--- src/rtl/imem_loader_pkg.sv ---
// Shared types and constants for the instruction-memory loader.
// IMEM_LOADER_CHKSUM_EN adds the trailing checksum state.
package imem_loader_pkg;

  localparam int BYTES_PER_WORD = 4;
  localparam int DEF_BASE_ADDR  = 0;

  typedef enum logic [2:0] {
    ST_LEN   = 3'd0,
    ST_DATA  = 3'd1,
    ST_WRITE = 3'd2,
`ifdef IMEM_LOADER_CHKSUM_EN
    ST_CHK   = 3'd4,
`endif
    ST_DONE  = 3'd3
  } state_e;

  function automatic logic is_last_lane(input logic [1:0] idx);
    return idx == 2'(BYTES_PER_WORD - 1);
  endfunction

endpackage

--- src/rtl/imem_loader_if.sv ---
// Byte-stream valid/ready channel feeding the loader.
interface imem_loader_if;
  logic       in_valid;
  logic [7:0] in_data;
  logic       in_ready;

  modport master (output in_valid, output in_data, input in_ready);
  modport slave  (input in_valid, input in_data, output in_ready);
endinterface

--- src/rtl/imem_loader_word_assembler.sv ---
// Little-endian byte-to-word lane register; o_word_ready flags the byte
// completing a word, and o_word already contains that byte.
module imem_loader_word_assembler
  import imem_loader_pkg::*;
(
  input  logic        i_clk,
  input  logic        i_rst,
  input  logic        i_clr,
  input  logic        i_byte_en,
  input  logic [7:0]  i_byte,
  output logic [31:0] o_word,
  output logic        o_word_ready
);

  logic [23:0] r_lanes;
  logic [1:0]  r_idx;

  assign o_word_ready = i_byte_en && is_last_lane(r_idx);
  assign o_word       = {i_byte, r_lanes};

  always_ff @(posedge i_clk) begin
    if (!i_rst || i_clr) begin
      r_lanes <= 24'd0;
      r_idx   <= 2'd0;
    end else if (o_word_ready) begin
      r_lanes <= 24'd0;
      r_idx   <= 2'd0;
    end else if (i_byte_en) begin
      r_lanes[8*r_idx +: 8] <= i_byte;
      r_idx                 <= r_idx + 2'd1;
    end
  end

endmodule

--- src/rtl/imem_loader.sv ---
// Loads a length-prefixed byte stream into instruction memory, holding the core
// until done. IMEM_LOADER_CHKSUM_EN adds a trailing XOR checksum and chk_err.
module imem_loader
  import imem_loader_pkg::*;
#(
  parameter int ADDR_W    = 8,
  parameter int DATA_W    = 32,
  parameter int BASE_ADDR = DEF_BASE_ADDR
) (
  input  logic              clk1,
  input  logic              rst,
  imem_loader_if.slave      byte_if,
  input  logic              load_req,
  output logic              mem_we,
  output logic [ADDR_W-1:0] mem_addr,
  output logic [DATA_W-1:0] mem_wdata,
  output logic              core_hold,
  output logic              done,
  output logic [ADDR_W:0]   word_cnt
`ifdef IMEM_LOADER_CHKSUM_EN
  , output logic            chk_err
`endif
);

  localparam logic [ADDR_W-1:0] BASE = ADDR_W'(BASE_ADDR);

  state_e              r_state, w_state_nxt, w_state_last;
  logic                r_in_ready, r_mem_we, r_core_hold, r_done;
  logic [ADDR_W-1:0]   r_mem_addr;
  logic [DATA_W-1:0]   r_mem_wdata;
  logic [ADDR_W:0]     r_word_cnt;
  logic [7:0]          r_remaining;
  logic                w_xfer, w_reload, w_byte_en, w_word_ready;
  logic [31:0]         w_word;
  logic                w_in_ready_nxt, w_mem_we_nxt, w_done_nxt, w_core_hold_nxt;
  logic                w_chk_err_nxt;
`ifdef IMEM_LOADER_CHKSUM_EN
  logic [7:0]          r_chk;
  logic                r_chk_err;
`endif

  assign w_xfer    = byte_if.in_valid && r_in_ready;
  assign w_reload  = (r_state == ST_DONE) && load_req;
  assign w_byte_en = w_xfer && (r_state == ST_DATA);

  imem_loader_word_assembler u_asm (
    .i_clk        (clk1),
    .i_rst        (rst),
    .i_clr        (w_reload),
    .i_byte_en    (w_byte_en),
    .i_byte       (byte_if.in_data),
    .o_word       (w_word),
    .o_word_ready (w_word_ready)
  );

`ifdef IMEM_LOADER_CHKSUM_EN
  assign w_state_last = ST_CHK;
`else
  assign w_state_last = ST_DONE;
`endif

  always_ff @(posedge clk1) begin
    if (!rst) r_state <= ST_LEN;
    else      r_state <= w_state_nxt;
  end

  always_comb begin
    w_state_nxt = r_state;
    case (r_state)
      ST_LEN:   if (w_xfer) w_state_nxt = (byte_if.in_data == 8'd0) ? ST_DONE : ST_DATA;
                else        w_state_nxt = r_state;
      ST_DATA:  if (w_word_ready) w_state_nxt = ST_WRITE;
                else              w_state_nxt = r_state;
      ST_WRITE: if (r_remaining == 8'd1) w_state_nxt = w_state_last;
                else                     w_state_nxt = ST_DATA;
`ifdef IMEM_LOADER_CHKSUM_EN
      ST_CHK:   if (w_xfer) w_state_nxt = ST_DONE;
                else        w_state_nxt = r_state;
`endif
      ST_DONE:  if (load_req) w_state_nxt = ST_LEN;
                else          w_state_nxt = r_state;
      default:  w_state_nxt = ST_LEN;
    endcase
  end

  // Outputs are decoded from the next state so the registered copies line up with it.
  always_comb begin
    w_in_ready_nxt = (w_state_nxt == ST_LEN) || (w_state_nxt == ST_DATA);
`ifdef IMEM_LOADER_CHKSUM_EN
    w_in_ready_nxt = w_in_ready_nxt || (w_state_nxt == ST_CHK);
    w_chk_err_nxt  = r_chk_err;
    if (w_reload)                               w_chk_err_nxt = 1'b0;
    else if ((r_state == ST_CHK) && w_xfer)     w_chk_err_nxt = (byte_if.in_data != r_chk);
    else                                        w_chk_err_nxt = r_chk_err;
`else
    w_chk_err_nxt  = 1'b0;
`endif
    w_mem_we_nxt    = (w_state_nxt == ST_WRITE);
    w_done_nxt      = (w_state_nxt == ST_DONE);
    w_core_hold_nxt = !w_done_nxt || w_chk_err_nxt;
  end

  always_ff @(posedge clk1) begin
    if (!rst) begin
      r_in_ready  <= 1'b1;
      r_mem_we    <= 1'b0;
      r_done      <= 1'b0;
      r_core_hold <= 1'b1;
      r_mem_addr  <= BASE;
      r_mem_wdata <= '0;
      r_word_cnt  <= '0;
      r_remaining <= 8'd0;
    end else begin
      r_in_ready  <= w_in_ready_nxt;
      r_mem_we    <= w_mem_we_nxt;
      r_done      <= w_done_nxt;
      r_core_hold <= w_core_hold_nxt;
      if (w_reload) begin
        r_mem_addr <= BASE;
        r_word_cnt <= '0;
      end else if (r_state == ST_WRITE) begin
        r_mem_addr  <= r_mem_addr + ADDR_W'(1);
        r_word_cnt  <= r_word_cnt + (ADDR_W+1)'(1);
        r_remaining <= r_remaining - 8'd1;
      end
      if ((r_state == ST_LEN) && w_xfer) r_remaining <= byte_if.in_data;
      if (w_word_ready) r_mem_wdata <= DATA_W'(w_word);
    end
  end

`ifdef IMEM_LOADER_CHKSUM_EN
  // Running XOR covers the length byte and every data byte.
  always_ff @(posedge clk1) begin
    if (!rst) begin
      r_chk     <= 8'd0;
      r_chk_err <= 1'b0;
    end else begin
      r_chk_err <= w_chk_err_nxt;
      if ((r_state == ST_LEN) && w_xfer)  r_chk <= byte_if.in_data;
      else if (w_byte_en)                 r_chk <= r_chk ^ byte_if.in_data;
    end
  end
  assign chk_err = r_chk_err;
`endif

  assign byte_if.in_ready = r_in_ready;
  assign mem_we           = r_mem_we;
  assign mem_addr         = r_mem_addr;
  assign mem_wdata        = r_mem_wdata;
  assign core_hold        = r_core_hold;
  assign done             = r_done;
  assign word_cnt         = r_word_cnt;

endmodule

--- src/flat_wrapper.sv ---
// flat-port wrapper written by rule: the top's interface ports become plain ports
module imem_loader_flat import imem_loader_pkg::*;
#(
  parameter int ADDR_W    = 8,
  parameter int DATA_W    = 32,
  parameter int BASE_ADDR = DEF_BASE_ADDR
)
  (clk1, rst, load_req, mem_we, mem_addr, mem_wdata, core_hold, done, word_cnt, byte_if_in_valid, byte_if_in_data, byte_if_in_ready);
  imem_loader_if byte_if_i ();
  input  logic clk1;
  input  logic rst;
  input  logic load_req;
  output logic mem_we;
  output logic [ADDR_W-1:0] mem_addr;
  output logic [DATA_W-1:0] mem_wdata;
  output logic core_hold;
  output logic done;
  output logic [ADDR_W:0] word_cnt;
  input wire logic [$bits(byte_if_i.in_valid)-1:0] byte_if_in_valid;
  input wire logic [$bits(byte_if_i.in_data)-1:0] byte_if_in_data;
  output wire logic [$bits(byte_if_i.in_ready)-1:0] byte_if_in_ready;
  assign byte_if_i.in_valid = byte_if_in_valid;
  assign byte_if_i.in_data = byte_if_in_data;
  assign byte_if_in_ready = byte_if_i.in_ready;
  imem_loader #(.ADDR_W(ADDR_W), .DATA_W(DATA_W), .BASE_ADDR(BASE_ADDR)) u_core (.clk1(clk1), .rst(rst), .byte_if(byte_if_i), .load_req(load_req), .mem_we(mem_we), .mem_addr(mem_addr), .mem_wdata(mem_wdata), .core_hold(core_hold), .done(done), .word_cnt(word_cnt));
endmodule
--- config.mk ---
export PLATFORM = sky130hd
export DESIGN_NAME = imem_loader_flat
export DESIGN_NICKNAME = d
export VERILOG_FILES = /design/src/rtl/imem_loader_pkg.sv /design/src/rtl/imem_loader_if.sv /design/src/rtl/imem_loader_word_assembler.sv /design/src/rtl/imem_loader.sv /design/src/flat_wrapper.sv
export SDC_FILE = /design/constraint.sdc
export NUM_CORES = 1
export LEC_CHECK = 0
export ABC_AREA = 0
export ABC_CLOCK_PERIOD_IN_PS = 2750
export BUFFER_PORTS_ARGS = -buffer_cell sky130_fd_sc_hd__buf_2
export CAP_MARGIN = 40
export CORE_ASPECT_RATIO = 0.5
export CORE_MARGIN = 4
export CORE_UTILIZATION = 38
export CTS_CLUSTER_DIAMETER = 80
export DETAILED_ROUTE_END_ITERATION = 10
export PLACE_DENSITY = 0.69
export RECOVER_POWER = 25
export SLEW_MARGIN = 5
export SYNTH_ARGS = -nofsm -noshare
export SYNTH_HDL_FRONTEND = slang
export SYNTH_SLANG_ARGS = --single-unit
--- constraint.sdc ---
create_clock -name clk1 -period 2.75 [get_ports clk1]
set_clock_uncertainty 0.1 [all_clocks]
set_input_delay 0.4125 -clock clk1 [delete_from_list [all_inputs] [get_ports clk1]]
set_output_delay 0.4125 -clock clk1 [all_outputs]
set_load 0.02 [all_outputs]
==> summary.md, run 1 <==
The number of nets in the layout was 517; the count of placed standard cells including taps was 620. Measured in cells, the most critical reg-to-reg path has a length of 5. The relative slew slack was 64.17%. The run finished with clean final reports. Sequential cells were found to cover 47.48% of the synthesized design area. The count of distinct cell types in the synthesized netlist was 51.

The y dimension of the die is 78.67 um. The run gives 2.92 ns as the endpoint required time on the critical path. Once the floorplan was initialized, standard cells occupied 39.65% of the core. Pin count of the biggest net entering global routing: 41. The slew at the pin with the worst max-slew slack works out to 0.5302 ns.

The share of cell area taken by muxes after synthesis works out to 0%. The tools report the hold violation count in the final report as 0. The share of synthesized cell area in full adder, half adder and majority cells was 2.967%. In this run the clock root is driven by a clkbuf_16. Type of the tightest min-delay check: in2reg. The final antenna-violating net count was 0; the number of buffers created by CTS was 9. Power spread over the standard cell area amounts to 600.9 nW/um2. Summed over all instances, the cell type with the most area after synthesis is dfxtp_1.

The run gives 9572 um2 as the area of the core region. Later-pin clock latency in the skew report: 0.34 ns. The count of input and output buffers was 64.

The total grt overflow came out at 0. The placement row count came out at 25. The finished layout holds 635 standard cells, fillers aside. The via count of the first global-routing pass is 2963, and the number of gates resized after CTS is 0. The mean instance size in the synthesized netlist was 8.644 um2; the antenna diode instance count was 0.

The post-CTS clock slew at the launch and capture registers of the worst setup and hold paths is 0.06 ns, and the flop and latch count out of synthesis is 90. The overall power consumption is 2654 uW, and the basic-gate share of the synthesized area counting and, or, nand and nor cells is 26.01%. The final worst-path cycle share was 67.75%; the area of the mapped netlist was 3795 um2. Setup repair after global routing left no endpoint under its margin. The highest routing layer actually used was met4.

The tools report the register-to-register setup slack as 0.89 ns. The clock drives 90 sinks. The setup slack at placement was 0.8597 ns. The die is 149.3 um wide. The routed wire length came out at 8.395 mm.

Once the clock tree was built, the setup fixing pass inserted 0 buffers. Yosys printed 0 warnings. The final number of setup-violating endpoints is 0.

Of all flip-flops after synthesis, the portion carrying an async set or reset was 0%. The worst setup path is launched from a flop. The die covers 11750 um2.

After synthesis, the largest family of logic cells by area is simple AND/OR/NAND/NOR gates. Max-cap violations in this run came to 0. The time the final worst path needs with I/O delays and setup is 1.863 ns, and the number of enable flip-flop cells after synthesis is 0. After Yosys synthesis, XOR and XNOR cells account for 3.462% of the synthesized area. By area the synthesized netlist is led by dfxtp_1 47%, nand2_1 10%, a21oi_1 6.2%. Based on the critical path, the design can be clocked at up to 0.5367 GHz.

The run gives 0 as the number of antenna violations at the first check in global routing. Sum of routed wire segments on met1: 4.106 mm. The first global-routing pass estimated 14.29 mm of wire. The routed layout has 3100 vias.

Along the worst hold path, the cell count comes to 3. The tools report the wire length on met2 as 3.810 mm. The global-route total usage across every layer is 15.10%, and the layout cell share with drive strength beyond 1 is 16.00%. The run gives 65 as the boundary pin count. The logs give 4 for the first-pass iteration count of the detailed router and 3 for the number of H-tree branching levels. nand2_1 is the most common cell in the netlist. The critical path data arrival time was 2.03 ns. The kind of critical path was reg2reg. After detailed routing, the number of remaining DRC violations is 0.

Wire length on met3: 386 um. TritonCTS built the clock tree. Top flip-flop cell by instance count after synthesis: dfxtp_1. The count of routing violations after the opening detailed-route iteration was 199; the static leakage was 0.001536 uW. The commonest cells after synthesis are 105 x nand2_1, 90 x dfxtp_1, 47 x a21oi_1. Buffers inserted to repair hold after CTS numbered 0. At the end of routability-driven placement, the weighted congestion stood at 0.8428.

STA classifies the critical path endpoint as a flop. Counting every instance in the synthesized netlist gives 439. Once detailed placement completed, the half-perimeter wirelength came to 5.690 mm.

The number of max-slew violations in the final report was 0. The synthesized netlist devotes 14.54% of its cell area to compound gates. After detailed routing, the number of vias per cell comes to 4.882. The worst path meets setup with 0.8869 ns of slack.

The clock passes through at most 2 buffers. The average wire per standard cell works out to 13.22 um. The relative area change from synthesis to final layout was 16.39%; the highest fanout seen on the critical path was 32. In the final timing run, aggregate negative setup slack is 0 ns. The net count after synthesis was 460; the largest voltage drop on the vdd net was 311.3 uV.

The area share of the largest cell type after synthesis works out to 47.48%.
-- registers in the layout, summed over array words and instances, names as in the netlist --
register and count:
u_core.word_cnt 9, u_core.u_asm.r_lanes 24, u_core.r_remaining 8, u_core.mem_wdata 32, u_core.byte_if.in_ready 1, u_core.r_state 3
u_core.mem_addr 8, u_core.core_hold 1, u_core.u_asm.r_idx 2, u_core.done 1, u_core.mem_we 1
-- report_power, final --
part | internal [uW] | switching (uW) | total (uW) | leakage, uW
Sequential | 1310 | 9.72 | 1320 | 0.000726
Combinational | 29.4 | 65.9 | 95.3 | 0.000660
Clock | 730 | 508 | 1240 | 0.000149
-- final timing paths --
check,end,start
min,u_core.r_state[0]$_SDFF_PN0_,rst
max,u_core.mem_wdata[14]$_SDFFE_PN0P_,u_core.r_state[1]$_SDFF_PN0_
min reg2reg,u_core.mem_wdata[4]$_SDFFE_PN0P_,u_core.u_asm.r_lanes[4]$_SDFFE_PP0P_
max reg2reg,u_core.mem_wdata[14]$_SDFFE_PN0P_,u_core.r_state[1]$_SDFF_PN0_
-- stage by stage --
| step | hold WS, ns | utilization [%] | instance area [um2] |
|---|---|---|---|
| 6_report | 0.2624 | 46.14 | 4417 |
| 5_1_grt | 0.2556 | 46.14 | 4417 |
| 4_1_cts | 0.2572 | 46.60 | 4461 |
| 3_5_place_dp | 0.3430 | 43.46 | 4160 |
| 3_3_place_gp | 0.3414 | 43.46 | 4160 |
| 2_1_floorplan | 0.3295 | - | 3795 |
-- area by class of cell --
class	instances	area [um2]
Fill cell	969	5155
Sequential cell	90	1802
Multi-Input combinational cell	317	1787
Timing Repair Buffer	72	336.6
Clock buffer	10	239.0
Tap cell	135	168.9
Clock inverter	5	61.31
Inverter	6	22.52
-- layout by cell type, fill, tap and decap left out, types with 2 or more instances in the layout --
master and instances:
ha_1 9, nor2_1 24, nand2b_1 2, inv_1 6, nor4_1 2, o21ai_0 4, clkbuf_1 35, buf_2 29
nor3b_1 4, nor3_1 5, and3_1 6, nor2b_1 2, a221oi_1 3, dfxtp_1 90, buf_4 8, nand4_1 5
xnor2_1 8, a21oi_1 47, nand2_1 105, clkbuf_16 9, xor2_1 7, and2_1 3, nor2_2 2, inv_6 2
a21oi_2 19, nand3_1 33, a22oi_1 3
-- per-layer routing --
metal	vias to the layer above	track usage, %
met1	1421	20.56
met2	69	23.07
li1	1601	-
met3	9	4.152
met5	-	0
met4	0	5.205
-- cell families after synthesis --
group | after synthesis
AOI/OAI and AO/OA | 85
xor gates and xnor gates | 15
adders and majority gates | 9
buffers and inverters | 32
DFF | 90
other | 1
and+or+nand+nor | 207
-- critical path: stages, from the launching register on --
cell and delay [ns]:
dfxtp_1 0.39, and3b_1 0.52, and3_1 0.21, buf_4 0.32
nand2_1 0.11, a21oi_1 0.12
Power figures use the tool's default switching activity.
==> run 2: changes to the inputs <==
--- a/config.mk
+++ b/config.mk
@@ -5,8 +5,8 @@
 export SDC_FILE = /design/constraint.sdc
 export NUM_CORES = 1
 export LEC_CHECK = 0
-export ABC_AREA = 0
-export ABC_CLOCK_PERIOD_IN_PS = 2750
+export ABC_AREA = 1
+export ABC_CLOCK_PERIOD_IN_PS = 1800
 export BUFFER_PORTS_ARGS = -buffer_cell sky130_fd_sc_hd__buf_2
 export CAP_MARGIN = 40
 export CORE_ASPECT_RATIO = 0.5
==> constraint.sdc (replaced) <==
create_clock -name clk1 -period 1.8 [get_ports clk1]
set_clock_uncertainty 0.1 [all_clocks]
set_input_delay 0.27 -clock clk1 [delete_from_list [all_inputs] [get_ports clk1]]
set_output_delay 0.27 -clock clk1 [all_outputs]
set_load 0.02 [all_outputs]
==> summary.md, run 2 <==
The tools report the source of the worst register-to-register timing path as u_core.u_asm.r_idx[0]$_SDFFE_PP0P_. In this run the worst setup path begins at u_core.u_asm.r_idx[0]$_SDFFE_PP0P_. The area of the mapped netlist came out at 3934 um2. Of the total synthesized cell area, the portion taken by XOR and XNOR cells is 0.2226%. The number of antenna violations at the first check in global routing came out at 0. Counting along the longest clock path gives a buffer depth of 2.

The count of distinct cell types in the synthesized netlist is 31. TritonCTS built the clock tree. After synthesis, the most frequently instantiated cells are 132 x nand2_1, 104 x nor2_1, 90 x dfxtp_1. The fraction of the mapped netlist area in compound gates is 10.81%, and the routed wire length is 8.837 mm. In the synthesized netlist the dominant register cell turns out to be dfxtp_1. The post-synthesis sequential area ratio is 45.80%, and the mean instance size in the synthesized netlist is 7.192 um2. Setup repair after global routing left no endpoint under its margin. In the final routed layout, each cell accounts on average for 11.66 um.

The die width was 151.9 um. By area the synthesized netlist is led by dfxtp_1 46%, nand2_1 13%, nor2_1 9.9%. After filler insertion, the fill cell instance count of the layout stands at 999. Yosys mapped a number of flops with a built-in enable equal to 0. Row generation in the floorplan step produced 25 rows. Final worst-path cycle share: 91.02%. The cell area after layout was 4712 um2. The capturing element type of the critical path was a flop.

The routed layout has 3536 vias. Y dimension of the die: 79.95 um. The endpoint required time on the critical path is 1.98 ns. Clock-pin slew was measured on the worst setup and hold paths at 0.07 ns.

Timing would allow up to 0.6104 GHz. The run gives 639 as the number of nets in the layout. The sequential standard cell area was 1803 um2; the share of cell area taken by muxes after synthesis was 0%.

The worst hold path begins at byte_if_in_data[0]. The register with the most flip-flops in the layout has 32 of them. The floorplan step defined a die boundary enclosing 12140 um2. For this run, design rule violations remaining after detail routing come to 0.

For the finished layout, the period the worst path requires is 1.638 ns. The run gives 568 as the net count after synthesis. The antenna diode instance count is 0, and the estimated wirelength of the detail-placed design is 6.436 mm. The cell type contributing the most total cell area after synthesis was dfxtp_1. Post-CTS timing repair inserted 0 buffers for setup. The boundary pin count was 65. For the post-route worst setup slack, the log shows 0.1617 ns. Among all stages on the critical path, the largest delay is contributed by dfxtp_2. Setup violations remaining at the end of the flow were counted as 0. The core region is 9759 um2.

Dividing the detail-routed via count by the number of cells gives 4.665. The first detailed-routing pass ran for 4 iterations. The tools report the master cell of the clock root buffer as clkbuf_16. In this run the worst path has a maximum fanout of 8. The dominant combinational cell family by area after synthesis is simple AND/OR/NAND/NOR gates. The tool flagged a number of max-cap violations equal to 0. In the layout the commonest cells are 130 x nand2_1, 104 x nor2_1, 89 x dfxtp_1, 42 x inv_1, 42 x a21oi_1. The total grt overflow was 0; the share of synthesized cell area in full adder, half adder and majority cells was 2.863%.

For the final antenna-violating net count, the log shows 0. The tools report the placed instance area as 4449 um2. Sort of element at the start of the critical path: a flop. Area share of the largest cell type after synthesis: 45.80%. After synthesis the netlist holds a flip-flop and latch count of 90. Of the total synthesized cell area, the portion taken by AND, OR, NAND and NOR gates is 33.08%. The critical path data arrival time came out at 1.82 ns. The via count of the first global-routing pass was 3203; the count of input and output buffers was 64. The run gives 0 as the number of max-slew violations in the final report. For this design the static power due to leakage is 0.001920 uW. The post-route netlist has 13.00% of its cells at a drive strength greater than 1. The min-delay analysis places its worst path in the category in2reg. The worst setup path is of the reg2reg kind. The hold violation count in the final report was 0; the async set or reset register ratio after synthesis was 0%.

Entering global routing, the biggest net connects 27 pins. The run gives 1857 um2 as the area of the multi-input gates. The run finished with clean final reports.

The initial utilization of the core area, before any placement, comes to 40.31%. Compared with the post-synthesis result, the final layout area differs by 19.78%. Yosys printed 0 warnings. Traced cell by cell, the critical path runs through inv_1 > ha_1 > nor3_2 > buf_4 > nand3_1 > a21oi_1. The library cell used most frequently in the layout, excluding fill and tap cells, is nand2_1. The number of buffers created by CTS is 9, and the power per standard cell area is 877.2 nW/um2.

The detailed router finished its first iteration with 225 violations. For the setup slack at placement, the log shows 0.1135 ns. The congestion estimate from routability-driven global placement came to 0.8636.

For the later-pin clock latency in the skew report, the log shows 0.34 ns. The largest single stage delay on the critical path is 0.39 ns. VDD sags by at most 461.8 uV.

The first global-routing pass estimated 15.05 mm of wire. The tools report the number of instances in the synthesized netlist as 547. nand2_1 is the most common cell in the netlist.

The H-tree was split into 3 levels. After routing, the total negative slack on setup checks comes to 0 ns. The clock drives 90 sinks. The global-route total usage across every layer is 15.24%.
==> run 2: changes by cell type after synthesis, moves of 6 or more <==
cell / change
nor2_1: +80
o21ai_0: +32
buf_6: -6
inv_2: +7
nand2_1: +27
xor2_1: -6
and3_1: -6
xnor2_1: -8
inv_1: +36
a21oi_2: -19
==> run 2: timing repair <==
action | 4_1_cts | 5_1_grt
resized for setup | 0 | 3
hold buffers | 0 | 0
setup endpoints to repair | 0 | 31
==> run 2: worst max-delay path, delay by kind of cell (launching register included) <==
kind                       cells  cell delay (ns)
AOI/OAI and AO/OA              1             0.12
adders and majority gates      1             0.39
buffers and inverters          2             0.30
DFF                            1             0.39
and+or+nand+nor                2             0.27
==> run 2: layout make-up <==
class / count / share of cell area, %
multi-input cells: 390 / 39.41
flip-flops and latches: 90 / 38.26
repair buffers: 76 / 8.311
clock buffers: 10 / 4.859
inverters: 51 / 4.063
well taps: 135 / 3.585
clock inverters: 6 / 1.514
==> run 2: per-layer routing <==
metal,up-vias,wire length (um),GRT usage (%)
met1,1558,4371,19.12
met2,80,3791,23.98
met3,15,514,5.847
met5,-,0,0
met4,0,159,5.650
li1,1883,-,-
==> run 2: final timing paths <==
path / endpoint / slack (ns) / cells past startpoint
worst max-delay path: u_core.u_asm.r_lanes[1]$_SDFFE_PP0P_ / 0.16 / 6
worst min-delay path: u_core.u_asm.r_lanes[0]$_SDFFE_PP0P_ / 0.15 / 3
worst max register to register: u_core.u_asm.r_lanes[1]$_SDFFE_PP0P_ / 0.16 / 6
worst min register to register: u_core.u_asm.r_lanes[17]$_SDFFE_PP0P_ / 0.36 / 2
==> run 2: cell families after synthesis <==
group / count (synthesis)
fa+ha+maj: 9
xor+xnor: 1
flops: 90
simple gates: 296
buf+inv: 67
compound gates: 83
other cells: 1
==> run 2: where the power goes <==
group	switching (uW)	internal [uW]	total, uW
Combinational	148	74.7	222
Sequential	13.4	2010	2020
Clock	799	1090	1890
==> run 2: through the flow <==
step / power [uW] / util, % / instances / hold WS, ns
3_5_place_dp: 2284 / 45.59 / 742 / 0.3501
4_1_cts: 4191 / 48.67 / 758 / 0.1284
2_1_floorplan: 2210 / - / 547 / 0.3275
5_1_grt: 4305 / 48.28 / 758 / 0.1362
3_3_place_gp: 2281 / 45.59 / 742 / 0.3467
6_report: 4133 / 48.28 / 758 / 0.1482
==> run 3: changes to the inputs <==
--- a/config.mk
+++ b/config.mk
@@ -6,7 +6,7 @@
 export NUM_CORES = 1
 export LEC_CHECK = 0
 export ABC_AREA = 1
-export ABC_CLOCK_PERIOD_IN_PS = 1800
+export ABC_CLOCK_PERIOD_IN_PS = 1700
 export BUFFER_PORTS_ARGS = -buffer_cell sky130_fd_sc_hd__buf_2
 export CAP_MARGIN = 40
 export CORE_ASPECT_RATIO = 0.5
@@ -16,6 +16,7 @@
 export DETAILED_ROUTE_END_ITERATION = 10
 export PLACE_DENSITY = 0.69
 export RECOVER_POWER = 25
+export REMOVE_ABC_BUFFERS = 1
 export SLEW_MARGIN = 5
 export SYNTH_ARGS = -nofsm -noshare
 export SYNTH_HDL_FRONTEND = slang
==> constraint.sdc (replaced) <==
create_clock -name clk1 -period 1.7 [get_ports clk1]
set_clock_uncertainty 0.1 [all_clocks]
set_input_delay 0.255 -clock clk1 [delete_from_list [all_inputs] [get_ports clk1]]
set_output_delay 0.255 -clock clk1 [all_outputs]
set_load 0.02 [all_outputs]
==> summary.md, run 3 (synthesized netlist as in run 2, its figures left out) <==
The flow ran to the end, and the final reports show no timing, DRC or antenna violations. The buffers plus inverters on the worst setup path was 0. The pin count of the biggest net entering global routing is 33. For this design, the sink count on the clock tree is 90. The tools report the sort of element at the start of the critical path as a flop. TritonCTS built the clock tree. The hold violation count in the final report was 0; the final routed DRC violation total was 0.

The final layout contains routed wiring with a total length of 8.845 mm. The number of cells on the worst hold path was 3. The global-route total usage across every layer was 15.12%; the maximum number of buffers from clock root to sink was 2. For the achievable frequency, the log shows 0.6434 GHz. Hold path startpoint: byte_if_in_data[2]. Cell internal power was estimated by the tool at 3728 uW.

The final worst-path cycle share came out at 91.43%. Setup repair after global routing left no endpoint under its margin. The total grt overflow came out at 0. The routed layout has 3548 vias. The analysis attributes to cell leakage a power of 0.001981 uW. Measured along the y axis, the die boundary spans 79.95 um. For the area of the core region, the log shows 9759 um2. Library cell contributing the largest single delay on the critical path: dfxtp_1.

The finished cells cover 4831 um2. Placed instance area: 4464 um2. The relative contribution of sequential cells to total power was 45.3%. The count of nets left with antenna violations once routing finished came out at 0. The run gives 191 as the count of routing violations after the opening detailed-route iteration. Leaving out fill and tap cells, the most frequent cell in the layout is nand2_1. In this run, CTS created clock tree buffers numbering 9. Clock-pin slew was measured on the worst setup and hold paths at 0.06 ns.

After detailed routing, the average wire length per cell comes to 11.59 um. After the flow finishes, the layout carries non-filler instances totaling 763. Subtracting the final worst setup slack from the clock period gives 1.554 ns. The die width is 151.9 um. Combinational logic burns 5.0% of the power. STA classifies the critical path endpoint as a flop.

For this configuration, the core starts out at a cell density of 40.31%. Master cell of the clock root buffer: clkbuf_16. The library cells used most frequently in the layout, excluding fill and tap cells, are 132 x nand2_1, 103 x nor2_1, 90 x dfxtp_1, 42 x inv_1, 42 x a21oi_1.

The power per standard cell area was 977.1 nW/um2; the estimated wirelength of the detail-placed design was 6.352 mm. Via count of the first global-routing pass: 3339. For the final setup TNS, the log shows 0 ns. The cell occurring most often along the worst timing path is nand2_1. Walking the worst path, the cells encountered are nand2_1 > nor2_4 > nand3_1 > nand2_1 > nor2_1 > nor2_1 > nand2_1. The number of antenna violations at the first check in global routing is 0. Critical path's top delay family: simple AND/OR/NAND/NOR gates.

The tools report the net switching power as 992.4 uW. The kind of critical path was reg2reg. Counting cells, the worst reg-to-reg path comes to 7. The clock reaches the later pin of the worst-skew pair after 0.34 ns. The net switching fraction of the power is 21.03%. Once placement completed, the tool counted placed cells totaling 744. The post-detailed-route via-to-cell ratio is 4.650.

The floorplan step defined a die boundary enclosing 12140 um2. Flip-flop count of the largest register after layout: 32. The highest fanout seen on the critical path came out at 10.

The tools report the endpoint of the lowest-slack register-to-register path as u_core.core_hold$_SDFF_PN1_. The startpoint identified for the worst register-to-register timing path is u_core.r_state[1]$_SDFF_PN0_. For the boundary pin count, the log shows 65. Compared with the post-synthesis result, the final layout area differs by 22.81%.

Routability-driven placement finished with a final weighted congestion of 0.8318. Cells with a size suffix above 1 make up 14.01% of the layout. The number of H-tree branching levels is 3. The first global-routing pass estimated 15.16 mm of wire.

Endpoint required time on the critical path: 1.83 ns. The count of buffers added on input and output ports is 64. The part of the power in the clock network was 49.7%; the number of nets in the layout was 644. For the first-pass iteration count of the detailed router, the log shows 4.

The number of max-slew violations in the final report is 0, and the largest voltage drop on the vdd net is 490.3 uV. 0 antenna diodes ended up in the layout. For the critical path data arrival time, the log shows 1.68 ns. The end of the worst hold path is u_core.u_asm.r_lanes[2]$_SDFFE_PP0P_. The floorplan has 25 rows. In this run the register-to-register setup slack is 0.15 ns. The tool flagged a number of max-cap violations equal to 0. The min-delay analysis places its worst path in the category in2reg. For this run, the slowest stage of the critical path takes 0.48 ns. Final number of setup-violating endpoints: 0.
[run 3: power groups by stage]
stage | Sequential, uW | Combinational [uW] | Clock, uW
after floorplan | 2180 | 141 | 0
after global placement | 2190 | 229 | 0
after detailed placement | 2190 | 232 | 0
after CTS | 2140 | 233 | 2400
after global routing | 2140 | 267 | 2490
final | 2140 | 236 | 2350
[run 3: how the worst max path moves through the flow]
stage / from / end / slack (ns) / cells past startpoint
6_report: u_core.r_state[1]$_SDFF_PN0_ / u_core.core_hold$_SDFF_PN1_ / 0.15 / 7
3_5_place_dp: u_core.r_state[0]$_SDFF_PN0_ / u_core.word_cnt[5]$_SDFFE_PP0P_ / 0.08 / 6
5_1_grt: u_core.r_state[1]$_SDFF_PN0_ / u_core.core_hold$_SDFF_PN1_ / 0.02 / 7
4_1_cts: u_core.r_state[0]$_SDFF_PN0_ / u_core.word_cnt[5]$_SDFFE_PP0P_ / 0.05 / 6
3_3_place_gp: u_core.r_state[0]$_SDFF_PN0_ / u_core.word_cnt[5]$_SDFFE_PP0P_ / 0.09 / 6
2_1_floorplan: u_core.byte_if.in_ready$_SDFF_PN1_ / u_core.mem_wdata[0]$_SDFFE_PN0P_ / 0.03 / 6
[run 3: what timing repair did]
action,in CTS,in global routing
setup buffers,0,3
resized for setup,0,5
setup endpoints to repair,0,22
hold buffers,0,0
[run 3: per-layer routing]
layer  GRT usage (%)  up-vias  wire length, um
li1                -     1880                -
met1           19.72     1574             4458
met2           23.36       84             3828
met3           4.764       10              432
met4           6.099        0              126
met5               0        -                0
[run 3: tightest hold or removal path: cells and delay by family]
kind,cells,cell delay (ns)
buf+inv,1,0.14
simple gates,1,0.08
compound gates,1,0.06
[run 3: layout make-up]
class	count	area, um2
repair buffers	81	429.2
inverters	51	191.4
fillers	997	4928
clock inverters	5	107.6
well taps	135	168.9
multi-input cells	390	1879
flip-flops and latches	90	1802
clock buffers	11	252.7
[run 3: stage by stage]
step / setup slack [ns] / hold slack, ns / utilization [%] / total power [uW]
after floorplan: 0.03330 / 0.2526 / - / 2324
after global placement: 0.08616 / 0.3475 / 45.74 / 2415
after detailed placement: 0.08162 / 0.3485 / 45.74 / 2417
after CTS: 0.04981 / 0.1274 / 49.44 / 4770
after global routing: 0.02067 / 0.1295 / 49.50 / 4900
final: 0.1456 / 0.1444 / 49.50 / 4720
